File: src/rtl/chain_code_tx.sv
// chain_code_tx: buffers 4-bit chain codes and sends each as a start/4-data/stop frame.
// Build with CHAIN_TX_PARITY_EN defined to insert an even-parity bit before stop.
module chain_code_tx #(
    parameter int CLKS_PER_BIT = 10,
    parameter int FIFO_DEPTH   = 8
) (
    input  logic                         CLK,
    input  logic                         reset,
    input  logic                         code_valid,
    input  logic [3:0]                   code_data,
    output logic                         code_ready,
    output logic                         output_serial_bit,
    output logic                         busy,
    output logic                         Packet_Sent,
    output logic [$clog2(FIFO_DEPTH):0]  fifo_count,
    output logic                         error,
    output logic                         done
);

    localparam int AW = $clog2(FIFO_DEPTH);
    localparam logic [7:0] LAST = 8'(CLKS_PER_BIT - 1);
    localparam logic [7:0] PRE  = 8'(CLKS_PER_BIT - 2);
    localparam logic [AW:0] FULL = (AW + 1)'(FIFO_DEPTH);
    localparam logic [AW:0] CNT_ONE = (AW + 1)'(1);
    localparam logic [AW-1:0] PTR_ONE = AW'(1);

    typedef enum logic [2:0] {
        IDLE,
        START,
        DATA,
`ifdef CHAIN_TX_PARITY_EN
        PARITY,
`endif
        STOP
    } state_t;

    state_t      state;
    logic [7:0]  r_Clk_Count;
    logic [1:0]  r_Bit_Index;
    logic [3:0]  r_Shift;
    logic [3:0]  mem [FIFO_DEPTH];
    logic [AW-1:0] wr_ptr;
    logic [AW-1:0] rd_ptr;

    logic       push;
    logic       pop;
    logic       bad;
    logic       bit_end;
    logic [1:0] next_bit;

    assign bit_end    = (r_Clk_Count == LAST);
    assign next_bit   = r_Bit_Index + 2'd1;
    assign code_ready = (fifo_count != FULL);
    assign push       = code_valid && code_ready && (code_data <= 4'd8);
    assign bad        = code_valid && code_ready && (code_data > 4'd8);
    assign busy       = (state != IDLE) || (fifo_count != '0);

    // A pop happens both on leaving IDLE and on a back-to-back restart out of STOP.
    assign pop = (fifo_count != '0) &&
                 ((state == IDLE) || ((state == STOP) && bit_end));

    always_ff @(posedge CLK) begin
        if (push) mem[wr_ptr] <= code_data;
    end

    always_ff @(posedge CLK or posedge reset) begin
        if (reset) begin
            wr_ptr     <= '0;
            rd_ptr     <= '0;
            fifo_count <= '0;
        end else begin
            if (push) wr_ptr <= wr_ptr + PTR_ONE;
            if (pop)  rd_ptr <= rd_ptr + PTR_ONE;
            unique case ({push, pop})
                2'b10:   fifo_count <= fifo_count + CNT_ONE;
                2'b01:   fifo_count <= fifo_count - CNT_ONE;
                default: fifo_count <= fifo_count;
            endcase
        end
    end

    always_ff @(posedge CLK or posedge reset) begin
        if (reset) begin
            state             <= IDLE;
            r_Clk_Count       <= '0;
            r_Bit_Index       <= '0;
            r_Shift           <= '0;
            output_serial_bit <= 1'b1;
            Packet_Sent       <= 1'b0;
            error             <= 1'b0;
            done              <= 1'b0;
        end else begin
            Packet_Sent <= 1'b0;
            error       <= bad;
            unique case (state)
                IDLE: begin
                    r_Clk_Count <= '0;
                    if (pop) begin
                        r_Shift           <= mem[rd_ptr];
                        output_serial_bit <= 1'b0;
                        state             <= START;
                    end
                end
                START: begin
                    if (bit_end) begin
                        r_Clk_Count       <= '0;
                        r_Bit_Index       <= '0;
                        output_serial_bit <= r_Shift[0];
                        state             <= DATA;
                    end else begin
                        r_Clk_Count <= r_Clk_Count + 8'd1;
                    end
                end
                DATA: begin
                    if (bit_end) begin
                        r_Clk_Count <= '0;
                        if (r_Bit_Index == 2'd3) begin
`ifdef CHAIN_TX_PARITY_EN
                            output_serial_bit <= ^r_Shift;
                            state             <= PARITY;
`else
                            output_serial_bit <= 1'b1;
                            state             <= STOP;
`endif
                        end else begin
                            r_Bit_Index       <= next_bit;
                            output_serial_bit <= r_Shift[next_bit];
                        end
                    end else begin
                        r_Clk_Count <= r_Clk_Count + 8'd1;
                    end
                end
`ifdef CHAIN_TX_PARITY_EN
                PARITY: begin
                    if (bit_end) begin
                        r_Clk_Count       <= '0;
                        output_serial_bit <= 1'b1;
                        state             <= STOP;
                    end else begin
                        r_Clk_Count <= r_Clk_Count + 8'd1;
                    end
                end
`endif
                STOP: begin
                    if (bit_end) begin
                        r_Clk_Count <= '0;
                        if (pop) begin
                            r_Shift           <= mem[rd_ptr];
                            output_serial_bit <= 1'b0;
                            state             <= START;
                        end else begin
                            state <= IDLE;
                        end
                    end else begin
                        r_Clk_Count <= r_Clk_Count + 8'd1;
                        // Registered one cycle early so the pulse lands in the final stop cycle.
                        if (r_Clk_Count == PRE) begin
                            Packet_Sent <= 1'b1;
                            if (r_Shift == 4'd8) done <= 1'b1;
                        end
                    end
                end
                default: state <= IDLE;
            endcase
        end
    end

endmodule

File: config.mk
export PLATFORM = sky130hd
export DESIGN_NAME = chain_code_tx
export DESIGN_NICKNAME = d
export VERILOG_FILES = /design/src/rtl/chain_code_tx.sv
export SDC_FILE = /design/constraint.sdc
export NUM_CORES = 1
export LEC_CHECK = 0
export ABC_CLOCK_PERIOD_IN_PS = 4400
export CAP_MARGIN = 20
export CORE_MARGIN = 4
export CORE_UTILIZATION = 50
export DETAILED_ROUTE_END_ITERATION = 10
export PLACE_DENSITY_LB_ADDON = 0.25
export SLEW_MARGIN = 20
export SYNTH_ARGS = -nofsm -noshare
export SYNTH_HDL_FRONTEND = slang
export SYNTH_SLANG_ARGS = --single-unit
File: constraint.sdc
create_clock -name CLK -period 4.4 [get_ports CLK]
set_clock_uncertainty 0.15 [all_clocks]
set_input_delay 1.32 -clock CLK [delete_from_list [all_inputs] [get_ports CLK]]
set_output_delay 1.32 -clock CLK [all_outputs]
set_load 0.005 [all_outputs]
==> results of run 1 <==
## worst max-delay path, stage by stage
cell and delay [ps]:
clkdlybuf4s50_1 560, o31ai_1 410, and3_1 280, inv_2 100
ha_1 270, xor2_1 160, ha_1 190, a21oi_1 150
xor2_1 160, nor2_1 60, xor2_1 130
## logic make-up (layout without fill, tap and decap cells)
family | count (synthesis) | in the layout
adders and majority gates | 13 | 13
AOI/OAI and AO/OA | 19 | 19
and+or+nand+nor | 64 | 64
muxes | 22 | 22
xor gates and xnor gates | 15 | 15
buffers and inverters | 12 | 46
DFF | 62 | 62
## layout by cell type (no fill, tap or decap), drive strengths merged, types with 7 or more instances in the layout
master and count:
clkdlybuf4s50 16, nand2 19, xnor2 7, clkbuf 9, mux4 9, dfrtp 29
edfxtp 32, nor2 19, ha 13, mux2 12, xor2 8, inv 8
## per-stage QoR
step	cells	worst slack [ps]
after detailed placement	297	342.2
after CTS	313	682.8
final	313	658.2
after global placement	297	425.9
after floorplan	207	1169
after global routing	313	432.3
## per-layer routing
layer  vias to the layer above  routed length (microns)  track usage, %
li1                        823                        -               -
met1                       794                     2396           21.75
met2                        40                     2318           24.58
met3                         7                      236           5.627
met4                         0                       64           5.263
met5                         -                        0               0
## path summary, 6_finish.rpt
kind | to | slack [ps] | cells after the start
worst max-delay path | fifo_count[2] | 660 | 11
worst min-delay path | done | 300 | 1
worst max register to register | fifo_count[3] | 1590 | 8
worst min register to register | done | 300 | 1
max in group asynchronous | output_serial_bit | 2570 | 3
min in group asynchronous | r_Clk_Count[4] | 1200 | 3
## power by group through the flow
stage	logic (mW)	clock network (mW)	registers, mW
after floorplan	0.602	0	0.857
after global placement	0.722	0	0.933
after detailed placement	0.741	0	0.938
after CTS	0.749	0.540	0.929
after global routing	0.831	0.568	0.957
final	0.738	0.531	0.926
## cell type report
type	instances	area, sq um	share of cell area (%)
clock buffers	9	123.9	3.673
repair buffers	22	205.2	6.085
inverters	8	30.03	0.8905
flip-flops and latches	62	1713	50.80
multi-input cells	133	1121	33.25
well taps	72	90.09	2.672
clock inverters	7	88.84	2.635
## state kept, by name, summed over array words and instances, names as in the netlist
name               flops
mem                   32
r_Clk_Count            8
fifo_count             4
r_Shift                4
rd_ptr                 3
wr_ptr                 3
r_Bit_Index            2
state                  2
Packet_Sent            1
done                   1
error                  1
output_serial_bit      1
==> summary.txt, run 1 <==
outcome: finished clean
mux share of post-synthesis cell area: 12.08%
Resized cells post-CTS: 0
period utilisation layout: 85.04%
TritonRoute pass-1 iters: 4
dominant cells by area after synthesis: edfxtp_1, dfrtp_1, mux4_2
Synth cell types: 47
RSZ-0062 raised after global routing: no
CORE AREA: 5540 sq um
CP Launch Point: code_data[1]
I/O Buffers: 16
clock-pin slew on the worst setup and hold paths: 70 ps
die height: 83.90 microns
CP Launch Type: input port
Post-synth ARST share: 48.39%
clk sink count: 62
pin count of the biggest net entering global routing: 31
effective utilization at floorplan: 51.99%
complex-gate fraction of the synthesized area: 4.692%
Final Util: 60.86%
Synth Warn #: 0
Min Hold Slack: 304.2 ps
drt first-iter violations: 110
critical path arrival: 3800 ps
main flop type after synthesis: edfxtp_1
total gr overflow: 0
clock network power share: 24.2%
DRC violations left: 0
synth-to-layout area growth: 17.07%
placed cell area: 3159 sq um
Psw: 0.7212 mW
Hold Vio Cnt, Final: 0
row count: 27
hpwl dp: 3507 microns
max_cap viols: 0
sequential element share of the synthesized area: 59.47%
Peak VDD IR: 0.4134 mV
top post-synthesis cells by count: edfxtp_1, dfrtp_1, nand2_1
# diodes: 0
Yosys top cell area share: 33.36%
fin crit period: 3742 ps
placer congestion estimate: 0.7721
post-CTS setup buffer count: 0
clk_lat worst skew: 330 ps
total power: 2.196 mW
filler cell count in the final layout: 446
setup TNS: 0 ps
area of the mapped netlist: 2880 sq um
Root Driver: clkbuf_8
Critical Path End Type: flop
leakage: 1.311 nW
Chip Width: 83.90 microns
total track usage: 16.16%
CP max FO: 9
slew at the pin closest to its max-slew limit: 575.6 ps
drt via density: 5.316
fin area: 3372 sq um
FF+latch count, synth: 62
Internal: 1.474 mW
fmax: 0.2673 GHz
I/O pins: 17
Mapped Avg Cell Area: 13.91 sq um
Avg WL per Cell: 16.02 microns
switching share of power: 32.85%
Post-Synth XOR/XNOR Area: 4.561%
TritonCTS Buffers: 9
ANT nets after route: 0
largest family of logic cells by synthesized area: multiplexers
Synth area leader: edfxtp_1
most common cell in the synthesized netlist: edfxtp_1
H-tree levels: 3
final setup fails: 0
max-slew violation count: 0
die area: 7039 sq um
CP Data Required Time: 4460 ps
logic gate share of total power: 33.6%
share of cells above drive strength 1: 17.84%
Worst R2R Start: r_Clk_Count[2]
first-pass GRT wire length: 8680 microns
Syn Nets: 227
initial antenna violation count: 0
Worst slew margin: 61.30%
Hold WC Path Type: flop to flop
Synth Area in Simple Gates: 11.95%
hold_buf cts: 0
nets@finish: 256
hold path start: done
Seq pwr share: 42.2%
TritonCTS clock tree: built
CTS Buffer Depth: 2
crit path kind: input port to flop
Adder-Cell Fraction of Synth Area: 5.647%
P per Cell Area: 651.1 nW/um^2
total wire length: 5015 microns
vias in the first global route: 1711
number of flops mapped to enable cells by yosys: 32
Vias: 1664
Synth Instances: 207
No activity file was read; power rests on OpenSTA's default activity.
==> inputs of run 2 (changes only) <==
CELL_PAD_IN_SITES_DETAIL_PLACEMENT = 0   (was not set)
CELL_PAD_IN_SITES_GLOBAL_PLACEMENT = 1   (was not set)
==> run 2 against run 1 <==
  * Sequential share of layout area up 0.19 points
  * Sequential cell count unchanged
  * Utilization is 0.23 points lower
  * Clock power is 5.1% higher
  * Power grew 0.52%
  * First-iteration DRC count fell by 18%
==> summary.txt, run 2 (same netlist as run 1, synthesis figures left out) <==
placed cell area: 3137 sq um
Crit path buffers/inverters: 2
fin area: 3359 sq um
outcome: finished clean
Biggest register: mem
max-slew violation count: 0
Seq pwr share: 41.8%
I/O pins: 17
placer congestion estimate: 0.8556
total wire length: 4923 microns
setup TNS: 0 ps
post-CTS setup buffer count: 0
total gr overflow: 0
Psw: 0.7292 mW
H-tree levels: 3
initial antenna violation count: 0
CP Launch Type: input port
crit-path leading delay family: buffers and inverters
pre-CTS setup slack: 398.8 ps
first-pass GRT wire length: 8493 microns
leakage: 1.302 nW
die area: 7039 sq um
most used cell along the critical path: xor2_1
clock-pin slew on the worst setup and hold paths: 70 ps
commonest cells after routing, fill and taps aside: edfxtp_1, dfrtp_1, nand2_1
CP max FO: 9
clock network power share: 25.3%
Worst R2R Start: fifo_count[1]
CP Launch Point: code_data[0]
Final WS setup: 771.9 ps
final non-filler cell total: 310
ANT nets after route: 0
TritonRoute pass-1 iters: 4
hold_buf cts: 0
effective utilization at floorplan: 51.99%
Placed Cells: 294
slew at the pin closest to its max-slew limit: 759.1 ps
hold path start: done
row count: 27
DRC violations left: 0
I/O Buffers: 16
pin count of the biggest net entering global routing: 31
CP Data Required Time: 4470 ps
synth-to-layout area growth: 16.64%
fin crit period: 3628 ps
Worst slew margin: 49.00%
filler cell count in the final layout: 457
crit path kind: input port to flop
P per Cell Area: 656.9 nW/um^2
CP peak stage delay: 550 ps
max_cap viols: 0
Resized cells post-CTS: 0
Vias: 1696
Avg WL per Cell: 15.88 microns
hpwl dp: 3524 microns
Critical Path End Type: flop
Internal: 1.478 mW
nets@finish: 253
Multi-input gate area: 1121 sq um
switching share of power: 33.04%
CORE AREA: 5540 sq um
drt via density: 5.471
Peak VDD IR: 0.3812 mV
share of cells above drive strength 1: 17.23%
drt first-iter violations: 90
Root Driver: clkbuf_8
Hold Vio Cnt, Final: 0
TritonCTS clock tree: built
CTS Buffer Depth: 2
Chip Width: 83.90 microns
crit path cell chain: clkdlybuf4s50_1 > o31ai_1 > and3_1 > inv_2 > ha_1 > xor2_1 > ha_1 > a21oi_1 > xor2_1 > nor2_1 > xor2_1
logic gate share of total power: 32.9%
total power: 2.207 mW
total track usage: 15.66%
clk sink count: 62
flip-flop and latch area: 1713 sq um
RSZ-0062 raised after global routing: no
clk_lat worst skew: 340 ps
most common cell after layout, fill and taps aside: edfxtp_1
vias in the first global route: 1800
fmax: 0.2756 GHz
Slowest-stage cell, CP: clkdlybuf4s50_1
Largest regs: mem x32, r_Clk_Count x8
Hold WC Path Type: flop to flop
critical path arrival: 3700 ps
final setup fails: 0
number of flip-flops in the largest register: 32
# diodes: 0
die height: 83.90 microns
period utilisation layout: 82.46%
TritonCTS Buffers: 9
-- run 2: cell types whose count changed in the layout (fill, tap and decap cells not counted) --
cell | before | now
clkinvlp_4 | 1 | 0
clkinv_4 | 1 | 3
clkinv_1 | 2 | 0
clkbuf_1 | 0 | 1
inv_6 | 0 | 1
clkinv_2 | 1 | 0
buf_4 | 6 | 3
-- run 2: worst register-to-register path, cell delays in order, from the launching register on --
cell and delay (ps):
dfrtp_1 490, or4b_1 630, and3_1 260, inv_2 150, ha_1 270, nor4bb_1 310, a211oi_1 80, a211oi_1 300
xor2_1 170
-- run 2: power by group through the flow --
stage | clock (mW) | sequential [mW] | combinational [mW]
floorplan | 0 | 0.857 | 0.602
global placement | 0 | 0.924 | 0.712
detailed placement | 0 | 0.938 | 0.733
CTS | 0.568 | 0.926 | 0.738
global route | 0.601 | 0.950 | 0.822
finish | 0.558 | 0.922 | 0.727
-- run 2: stage by stage --
stage               hold slack, ps  util, %
global placement             295.6    56.62
detailed placement           302.6    56.62
floorplan                    301.0        -
global route                 342.1    60.64
finish                       327.1    60.64
CTS                          329.6    60.64
-- run 2: worst paths after layout --
kind | to | slack [ps] | cells past startpoint
max | fifo_count[2] | 770 | 11
min | done | 330 | 1
max reg2reg | fifo_count[3] | 1530 | 8
min reg2reg | done | 330 | 1
max in group asynchronous | output_serial_bit | 2590 | 3
min in group asynchronous | state[0] | 1200 | 3
-- run 2: routing by layer --
metal	vias up	part of all wire (%)	track usage, %
met3	8	3.5	4.936
met4	0	1.6	7.456
li1	819	-	-
met5	-	0	0
met2	25	50	25.45
met1	844	45	18.91
-- run 2: area by class of cell --
type	count	area share, %
inverter	8	0.8939
sequential	62	50.99
clock buffer	10	3.799
clock inverter	6	2.831
multi-input combinational	133	33.37
timing repair buffer	19	5.438
tap	72	2.682
